## src/rtl/wb_pkg.sv

```systemverilog
// Shared types for the write-back arbiter: register address, data word and result payload.
package wb_pkg;
    localparam int DATA_W = 32;
    localparam int ADDR_W = 5;

    typedef logic [ADDR_W-1:0] reg_addr_t;
    typedef logic [DATA_W-1:0] data_t;

    typedef struct packed {
        reg_addr_t rd;
        data_t     data;
    } wb_result_t;
endpackage

```

## src/rtl/wb_skid_buffer.sv

```systemverilog
// One-entry skid buffer: an incoming result passes straight through when taken,
// otherwise it is parked here until the arbiter takes it.
module wb_skid_buffer
    import wb_pkg::*;
(
    input  logic       clk,
    input  logic       rst,
    input  logic       i_valid,
    output logic       o_ready,
    input  wb_result_t i_data,
    output logic       o_have,
    output wb_result_t o_head,
    input  logic       i_take
);
    logic       r_full;
    wb_result_t r_data;
    logic       w_ready;

    // A parked entry leaves at the edge that writes it, so it is never on the
    // write port while still held here; input is blocked for as long as it is held.
    assign w_ready = rst && !r_full;
    assign o_ready = w_ready;
    assign o_have  = r_full || (i_valid && w_ready);
    assign o_head  = r_full ? r_data : i_data;

    always_ff @(posedge clk) begin
        if (!rst) begin
            r_full <= 1'b0;
            r_data <= '0;
        end else if (r_full) begin
            if (i_take) begin
                r_full <= 1'b0;
            end
        end else if (i_valid && w_ready && !i_take) begin
            r_full <= 1'b1;
            r_data <= i_data;
        end
    end
endmodule

```

## src/rtl/wb_arbiter.sv

```systemverilog
// Write-back arbiter: merges ALU and load results onto one register-file write port
// and tracks pending destinations for decode hazards. Optional bypass: WB_FORWARD_EN.
module wb_arbiter #(
    parameter int DATA_W = 32,
    parameter int ADDR_W = 5
) (
    input  logic              clk,
    input  logic              rst,
    input  logic              alu_valid,
    output logic              alu_ready,
    input  logic [ADDR_W-1:0] alu_rd,
    input  logic [DATA_W-1:0] alu_data,
    input  logic              mem_valid,
    output logic              mem_ready,
    input  logic [ADDR_W-1:0] mem_rd,
    input  logic [DATA_W-1:0] mem_data,
    input  logic              iss_valid,
    input  logic [ADDR_W-1:0] iss_rd,
    input  logic [ADDR_W-1:0] chk_rs1,
    input  logic [ADDR_W-1:0] chk_rs2,
    output logic              hazard,
    output logic              we3,
    output logic [ADDR_W-1:0] ad3,
    output logic [DATA_W-1:0] wd3,
    output logic              fwd1_hit,
    output logic              fwd2_hit,
    output logic [DATA_W-1:0] fwd1_data,
    output logic [DATA_W-1:0] fwd2_data
);
    import wb_pkg::*;

    localparam int NREGS = 2 ** ADDR_W;

    wb_result_t        w_alu_in, w_mem_in, w_alu_head, w_mem_head, w_win;
    logic              w_alu_have, w_mem_have, w_alu_want, w_mem_want;
    logic              w_gnt_alu, w_gnt_mem, w_take_alu, w_take_mem, w_conflict;
    logic              r_rr_mem;
    logic              r_we3;
    logic [ADDR_W-1:0] r_ad3;
    logic [DATA_W-1:0] r_wd3;
    logic [NREGS-1:0]  r_pending, w_set, w_clr;
    logic              w_src1, w_src2;

    assign w_alu_in = '{rd: alu_rd, data: alu_data};
    assign w_mem_in = '{rd: mem_rd, data: mem_data};

    wb_skid_buffer u_alu_buf (
        .clk     (clk),
        .rst     (rst),
        .i_valid (alu_valid),
        .o_ready (alu_ready),
        .i_data  (w_alu_in),
        .o_have  (w_alu_have),
        .o_head  (w_alu_head),
        .i_take  (w_take_alu)
    );

    wb_skid_buffer u_mem_buf (
        .clk     (clk),
        .rst     (rst),
        .i_valid (mem_valid),
        .o_ready (mem_ready),
        .i_data  (w_mem_in),
        .o_have  (w_mem_have),
        .o_head  (w_mem_head),
        .i_take  (w_take_mem)
    );

    // x0 results never compete for the slot; they are taken and dropped on arrival.
    always_comb begin
        w_alu_want = w_alu_have && (w_alu_head.rd != '0);
        w_mem_want = w_mem_have && (w_mem_head.rd != '0);
        w_conflict = w_alu_want && w_mem_want;
        w_gnt_mem  = w_mem_want && (!w_alu_want || r_rr_mem);
        w_gnt_alu  = w_alu_want && !w_gnt_mem;
        w_take_alu = w_alu_have && ((w_alu_head.rd == '0) || w_gnt_alu);
        w_take_mem = w_mem_have && ((w_mem_head.rd == '0) || w_gnt_mem);
        w_win      = w_gnt_mem ? w_mem_head : w_alu_head;
    end

    // The pointer only moves on a real conflict, so the first conflict after reset goes to mem.
    always_ff @(posedge clk) begin
        if (!rst) begin
            r_we3    <= 1'b0;
            r_ad3    <= '0;
            r_wd3    <= '0;
            r_rr_mem <= 1'b1;
        end else begin
            r_we3 <= w_gnt_alu || w_gnt_mem;
            if (w_gnt_alu || w_gnt_mem) begin
                r_ad3 <= w_win.rd;
                r_wd3 <= w_win.data;
            end
            if (w_conflict) begin
                r_rr_mem <= !w_gnt_mem;
            end
        end
    end

    assign we3 = r_we3;
    assign ad3 = r_ad3;
    assign wd3 = r_wd3;

    always_comb begin
        w_set = '0;
        w_clr = '0;
        if (iss_valid && (iss_rd != '0)) begin
            w_set[iss_rd] = 1'b1;
        end
        if (r_we3) begin
            w_clr[r_ad3] = 1'b1;
        end
    end

    // Set is applied after clear so a same-cycle issue keeps the register pending.
    always_ff @(posedge clk) begin
        if (!rst) begin
            r_pending <= '0;
        end else begin
            r_pending <= (r_pending & ~w_clr) | w_set;
        end
    end

`ifdef WB_FORWARD_EN
    assign fwd1_hit  = r_we3 && (r_ad3 != '0) && (r_ad3 == chk_rs1);
    assign fwd2_hit  = r_we3 && (r_ad3 != '0) && (r_ad3 == chk_rs2);
    assign fwd1_data = r_wd3;
    assign fwd2_data = r_wd3;
`else
    assign fwd1_hit  = 1'b0;
    assign fwd2_hit  = 1'b0;
    assign fwd1_data = '0;
    assign fwd2_data = '0;
`endif

    assign w_src1 = r_pending[chk_rs1] && !fwd1_hit;
    assign w_src2 = r_pending[chk_rs2] && !fwd2_hit;
    assign hazard = rst && (w_src1 || w_src2 || (iss_valid && r_pending[iss_rd]));
endmodule
```

## config.mk

```make
export PLATFORM = sky130hd
export DESIGN_NAME = wb_arbiter
export DESIGN_NICKNAME = d
export VERILOG_FILES = /design/src/rtl/wb_pkg.sv /design/src/rtl/wb_skid_buffer.sv /design/src/rtl/wb_arbiter.sv
export SDC_FILE = /design/constraint.sdc
export NUM_CORES = 1
export LEC_CHECK = 0
export BUFFER_PORTS_ARGS = -buffer_cell sky130_fd_sc_hd__buf_2
export CAP_MARGIN = 5
export CORE_UTILIZATION = 50
export CTS_BUF_LIST = sky130_fd_sc_hd__clkbuf_16
export DETAILED_ROUTE_END_ITERATION = 8
export PLACE_DENSITY = 0.83
export SYNTH_ARGS = -nofsm -noshare
export SYNTH_HDL_FRONTEND = slang
export SYNTH_SLANG_ARGS = --single-unit
```

## constraint.sdc

```tcl
create_clock -name clk -period 4 [get_ports clk]
set_input_delay 0 -clock clk [delete_from_list [all_inputs] [get_ports clk]]
set_output_delay 0 -clock clk [all_outputs]
set_load 0.005 [all_outputs]
```

Word-level counts from Yosys, hierarchy flattened
Cells that the tools add are included.
- input port bits: 94
- bits in read-only memories: 0
- register bits: 147
- word-level logic and storage cells: 82
- RAM bits: 0
- latch bits: 0
- memories: 0
- output and inout port bits: 107
- $mul: 0
- add/subtract/negate cells: 0
- bitwise gates (word level): 5
- $lt $le $gt $ge: 6
- muxes and demuxes: 21
- equality and inequality tests: 0
- divide/modulo/power cells: 0
- reductions and logical operators: 39
- shifts and indexed selects: 0
- operator list (operator ; number):
    37-bit two-way mux ; 3
    32-bit two-way mux ; 2
    32-bit AND ; 1
    32-bit inverter ; 1
    32-bit bitwise OR ; 1
    5-bit by 6-bit less-than comparator with 1-bit output, second input constant ; 4
    1-bit logical AND ; 18
    1-bit binary-select mux with 5-bit select ; 3
    5-bit nonzero test ; 3
    1-bit two-way mux ; 11
    1-bit demux with 5-bit select ; 2
    5-bit by 1-bit greater-or-equal comparator with 1-bit output, second input constant ; 2
    5-bit logical NOT ; 2
    1-bit logical OR ; 8
    1-bit logical NOT ; 6
    2-bit AND reduction ; 2
    1-bit inverter ; 2

Logic depth before layout (Yosys ltp)
- depth in word-level cells: 16
- mapped depth: 8
- gate-level depth less buffers: 6

By module
Synthesis repeated with hierarchy kept, for this count alone.
- cells, all modules: 955
- area total of the unflattened synthesis: 8506.9 um^2
- modules (own cells, without submodules) (module ; instances ; area each (um^2) ; seq. area each (um^2) ; cells an instance):
    wb_arbiter ; 1 ; 4505.6 ; 1421.4 ; 537
    wb_skid_buffer ; 2 ; 2000.7 ; 760.7 ; 209

Worst setup path after synthesis
No wires, ideal clock.
- kind: reg2reg
- start point: reg u_alu_buf.r_data[32] in the netlist's numbering
- end point: reg r_wd3[30], in the netlist wd3[30]
- stages on the path, launching flop included: 9
- path slack: 2.062 ns
- data arrival time: 1.818 ns
- clock period less this slack: 1.938 ns
- path buffers: 2
- required time: 3.880 ns
- setup time: 0.120 ns
- cells stage by stage: dfxtp_1 or4_4 o21ai_4 a21oi_2 buf_6 buf_8 a211oi_2 a211oi_1 a211o_1
- word-level cells in the longest chain between the ends: 9
- elaborated cells on any way between the ends: 10
- those cells by class: 2 x mux; 8 x reduce/logical
- ends and longest elaborated chain (item ; RTL line ; text):
    start, declared ; wb_skid_buffer.sv:16 ; wb_result_t r_data;
    start signal, assigned ; wb_skid_buffer.sv:36 ; r_data <= i_data;
    37-bit two-way mux (*) ; wb_skid_buffer.sv:24 ; assign o_head = r_full ? r_data : i_data;
    5-bit nonzero test (*) ; wb_arbiter.sv:71 ; w_alu_want = w_alu_have && (w_alu_head.rd != '0);
    1-bit logical AND (*) ; wb_arbiter.sv:71 ;
    1-bit logical NOT ; wb_arbiter.sv:74 ; w_gnt_mem = w_mem_want && (!w_alu_want || r_rr_mem);
    1-bit logical OR ; wb_arbiter.sv:74 ;
    1-bit logical AND ; wb_arbiter.sv:74 ;
    1-bit logical NOT ; wb_arbiter.sv:75 ; w_gnt_alu = w_alu_want && !w_gnt_mem;
    1-bit logical AND ; wb_arbiter.sv:75 ;
    1-bit logical OR ; wb_arbiter.sv:90 ; if (w_gnt_alu || w_gnt_mem) begin
    end signal, assigned ; wb_arbiter.sv:92 ; r_wd3 <= w_win.data;
    end, declared ; wb_arbiter.sv:40 ; logic [DATA_W-1:0] r_wd3;
Every way passes the cells marked *; elsewhere a longest branch is shown, timed or not.
A chain may end at the register's enable or synchronous reset.

Worst setup path after layout
- start point: in mem_rd[1]
- end point: reg r_wd3[6], in the netlist wd3[6]
- word-level cells in the longest chain between the ends: 7
- elaborated cells on any way between the ends: 8
- those cells by class: 2 x mux; 6 x reduce/logical
- ends and longest elaborated chain (item ; RTL line ; text):
    start, declared ; wb_arbiter.sv:15 ; input logic [ADDR_W-1:0] mem_rd,
    37-bit two-way mux (*) ; wb_skid_buffer.sv:24 ;
    5-bit nonzero test (*) ; wb_arbiter.sv:72 ; w_mem_want = w_mem_have && (w_mem_head.rd != '0);
    1-bit logical AND (*) ; wb_arbiter.sv:72 ;
    1-bit logical AND (*) ; wb_arbiter.sv:74 ;
    1-bit logical NOT ; wb_arbiter.sv:75 ;
    1-bit logical AND ; wb_arbiter.sv:75 ;
    1-bit logical OR ; wb_arbiter.sv:90 ;
Marks and branches as above.

==> impl_metrics.tcl <==
set metrics [dict create \
    post_cts_buffers 0 \
    layout-drive-gt1-share 0.207 \
    antenna_found_initial 1 \
    cts_tree "yes" \
    wl_microns 22700 \
    row_count 46 \
    max-vdd-ir-drop_mv 0.243 \
    clk_pin_slew_worst_paths_ps 60 \
    hp-start "iss_rd[4]" \
    timing.fmax_mhz 312 \
    synth_warnings 0 \
    dp.cells 1197 \
    cts_max_path_buffers 2 \
    tightest_slew_ps 1230 \
    grt_max_degree 92 \
    grt_pass1_vias 7003 \
    vias 7412 \
    slew_violations 0 \
    grtUsageTotal 0.270 \
    firstDrtPassIters 5 \
    setup_tns_ps 0 \
    critPathMaxStageDelay_ps 910 \
    ios 201 \
    fin_crit_sh 0.800 \
    switching_share 0.246 \
    crit_path_start "mem_rd[1]" \
    via_per_inst 5.68 \
    path_class "in2reg" \
    cp_cell_sequence "dlygate4sd3_1, buf_2, nor4_1, a21boi_0, o211ai_1, or2_2, o21ai_1, dlygate4sd3_1" \
    synth-seq-cells 147 \
    power.internal_mw 2.78 \
    critPathArrivalTime_ps 3510 \
    synth_edf_count 0 \
    p_leak_nw 3.83 \
    worst_setup_path_start_kind "primary input" \
    synth_top_flop_cell "dfxtp_1" \
    cpMostUsedCell "dlygate4sd3_1" \
    cts_root_buf "clkbuf_16" \
    required_ps 4310 \
    drv_cap 0 \
    r2r_start "u_alu_buf.r_data[32]$_SDFFE_PN0P_" \
    place_worst_setup_slack_ps 1240 \
    initialDrtViolationCount 599 \
    clock_latency_ps 420 \
    clock_sinks 147 \
    finalClockSkew_ps 10.7 \
    die_height_microns 130 \
    rsz0062_at_grt "false" \
    slowest_stage "o211ai_1" \
    cts-resized-gates 0 \
    power.density_nw_per_um2 369 \
    p_total_mw 3.68 \
    layout_commonest_cell "dfxtp_1" \
    outcome "finished, final reports clean" \
    crit_buf_inv 3 \
    wl_per_cell_microns 17.4 \
    period_needed_ps 3200 \
    final_hold_viol_count 0 \
    clkPwrFrac 0.450 \
    fin_cells 1306 \
    path_delay_family "buffers and inverters" \
    seq_area_frac_synth 0.361 \
    antenna_left 0 \
    die_width_microns 130 \
    dp_hpwl_microns 13900 \
    initial_core_util 0.514 \
    setup_viol 0 \
    fin_ws_ps 800 \
    h-tree-depth 4 \
    pwr-share-comb 0.125 \
    port_buffers 134 \
    remaining_drc_errors 0 \
    async_flop_share 0 \
    place.gp.congestion 1.01 \
    syn_inst 906 \
    endpoint_kind "register" \
    layout_common_cells "dfxtp_1, buf_2, nand2_1" \
    hp-class "in2reg" \
    yosys.cell_types.count 52 \
    core_sq_um 15900 \
    syn_avg_cell_area_sq_um 9.01 \
    overflow 0 \
    area_growth_pct 22.1 \
    slew_headroom 0.179 \
    nets 1170 \
    numCtsBuffers 17 \
    grt_pass1_wl_microns 35200 \
    seq_power_share 0.424 \
    p_switching_mw 0.905 \
    fp.dieArea_sq_um 16800 \
    netlist_area_sq_um 8160 \
    critPathMaxFanout 23 \
]
==> cell usage after synthesis (all sizes together) (3+ instances only) <==
| cell type | count | area share |
|---|---|---|
| dfxtp | 147 | 0.36 |
| o21ai | 56 | 0.036 |
| nor2b | 67 | 0.051 |
| mux2 | 35 | 0.048 |
| nand3b | 7 | 0.0064 |
| a21oi | 7 | 0.0048 |
| mux2i | 103 | 0.13 |
| nor2 | 23 | 0.011 |
| a211o | 14 | 0.015 |
| nor4 | 3 | 0.0023 |
| nand4 | 3 | 0.0023 |
| and3b | 3 | 0.0032 |
| or3b | 4 | 0.0043 |
| a21boi | 69 | 0.063 |
| nor3b | 5 | 0.0046 |
| a2111oi | 8 | 0.0086 |
| a221oi | 8 | 0.0086 |
| and3 | 4 | 0.0031 |
| buf | 96 | 0.084 |
| nand3 | 5 | 0.0031 |
| a211oi | 29 | 0.030 |
| nand4b | 3 | 0.0032 |
| and2 | 3 | 0.0025 |
| a32oi | 23 | 0.025 |
| nand2 | 121 | 0.056 |
| clkbuf | 35 | 0.016 |
==> tightest hold or removal path: cells and delay by family <==
kind            cells  cell delay [ps]
compound gates      1               60
buf+inv             1              170
simple gates        3              200
==> registers in the layout (all words and copies together), names as in the netlist <==
signal            flops
u_alu_buf.r_full      1
we3                   1
u_alu_buf.r_data     37
wd3                  32
r_pending            32
ad3                   5
u_mem_buf.r_data     37
r_rr_mem              1
u_mem_buf.r_full      1
==> final cells by class <==
cell class              count  area [sq um]
diodes                      1          2.50
flip-flops and latches    147          2950
inverters                   2          7.51
multi-input cells         691          4640
well taps                 216           270
repair buffers            217          1490
fillers                  1291          5920
clock buffers              17           425
clock inverters            15           188
==> power by group through the flow <==
| stage | Combinational, mW | Sequential (mW) | Clock, mW |
|---|---|---|---|
| global placement | 0.379 | 1.59 | 0 |
| floorplan | 0.282 | 1.58 | 0 |
| CTS | 0.446 | 1.56 | 1.67 |
| finish | 0.460 | 1.56 | 1.66 |
| global route | 0.501 | 1.57 | 1.74 |
| detailed placement | 0.385 | 1.59 | 0 |
==> logic make-up after synthesis <==
kind of cell / count (synthesis) / synth area share
compound gates: 228 / 0.204
buf+inv: 133 / 0.101
other cells: 1 / 0.000459
mux: 138 / 0.175
xor+xnor: 1 / 0.00107
flops: 147 / 0.361
simple gates: 258 / 0.158
==> worst paths after layout <==
check / endpoint / slack, ps / depth (start not counted)
hold / removal: r_pending[21]$_SDFF_PN0_ / 70 / 5
setup reg to reg: wd3[6]$_SDFFE_PN0P_ / 1170 / 7
setup / recovery: wd3[6]$_SDFFE_PN0P_ / 800 / 8
hold reg to reg: wd3[27]$_SDFFE_PN0P_ / 460 / 1
==> per-layer routing <==
| layer | wire, microns | track usage | up-vias |
|---|---|---|---|
| met5 | 0 | 0 | - |
| met4 | 794 | 0.138 | 0 |
| met3 | 1930 | 0.0734 | 69 |
| met2 | 10900 | 0.449 | 372 |
| met1 | 9060 | 0.321 | 3526 |
| li1 | - | - | 3445 |
==> stage by stage <==
stage	hold slack (ps)	utilization	area [sq um]
global placement	262	0.541	8590
detailed placement	271	0.541	8590
floorplan	124	-	8410
CTS	41.3	0.627	9970
finish	70.0	0.628	9970
global route	63.0	0.627	9970
==> timing repair <==
action / CTS / global route
hold buffers: 76 / 0
endpoints found under the setup margin: 0 / 0
endpoints found under the hold margin: 110 / 0
No activity file was read; power rests on OpenSTA's default activity.
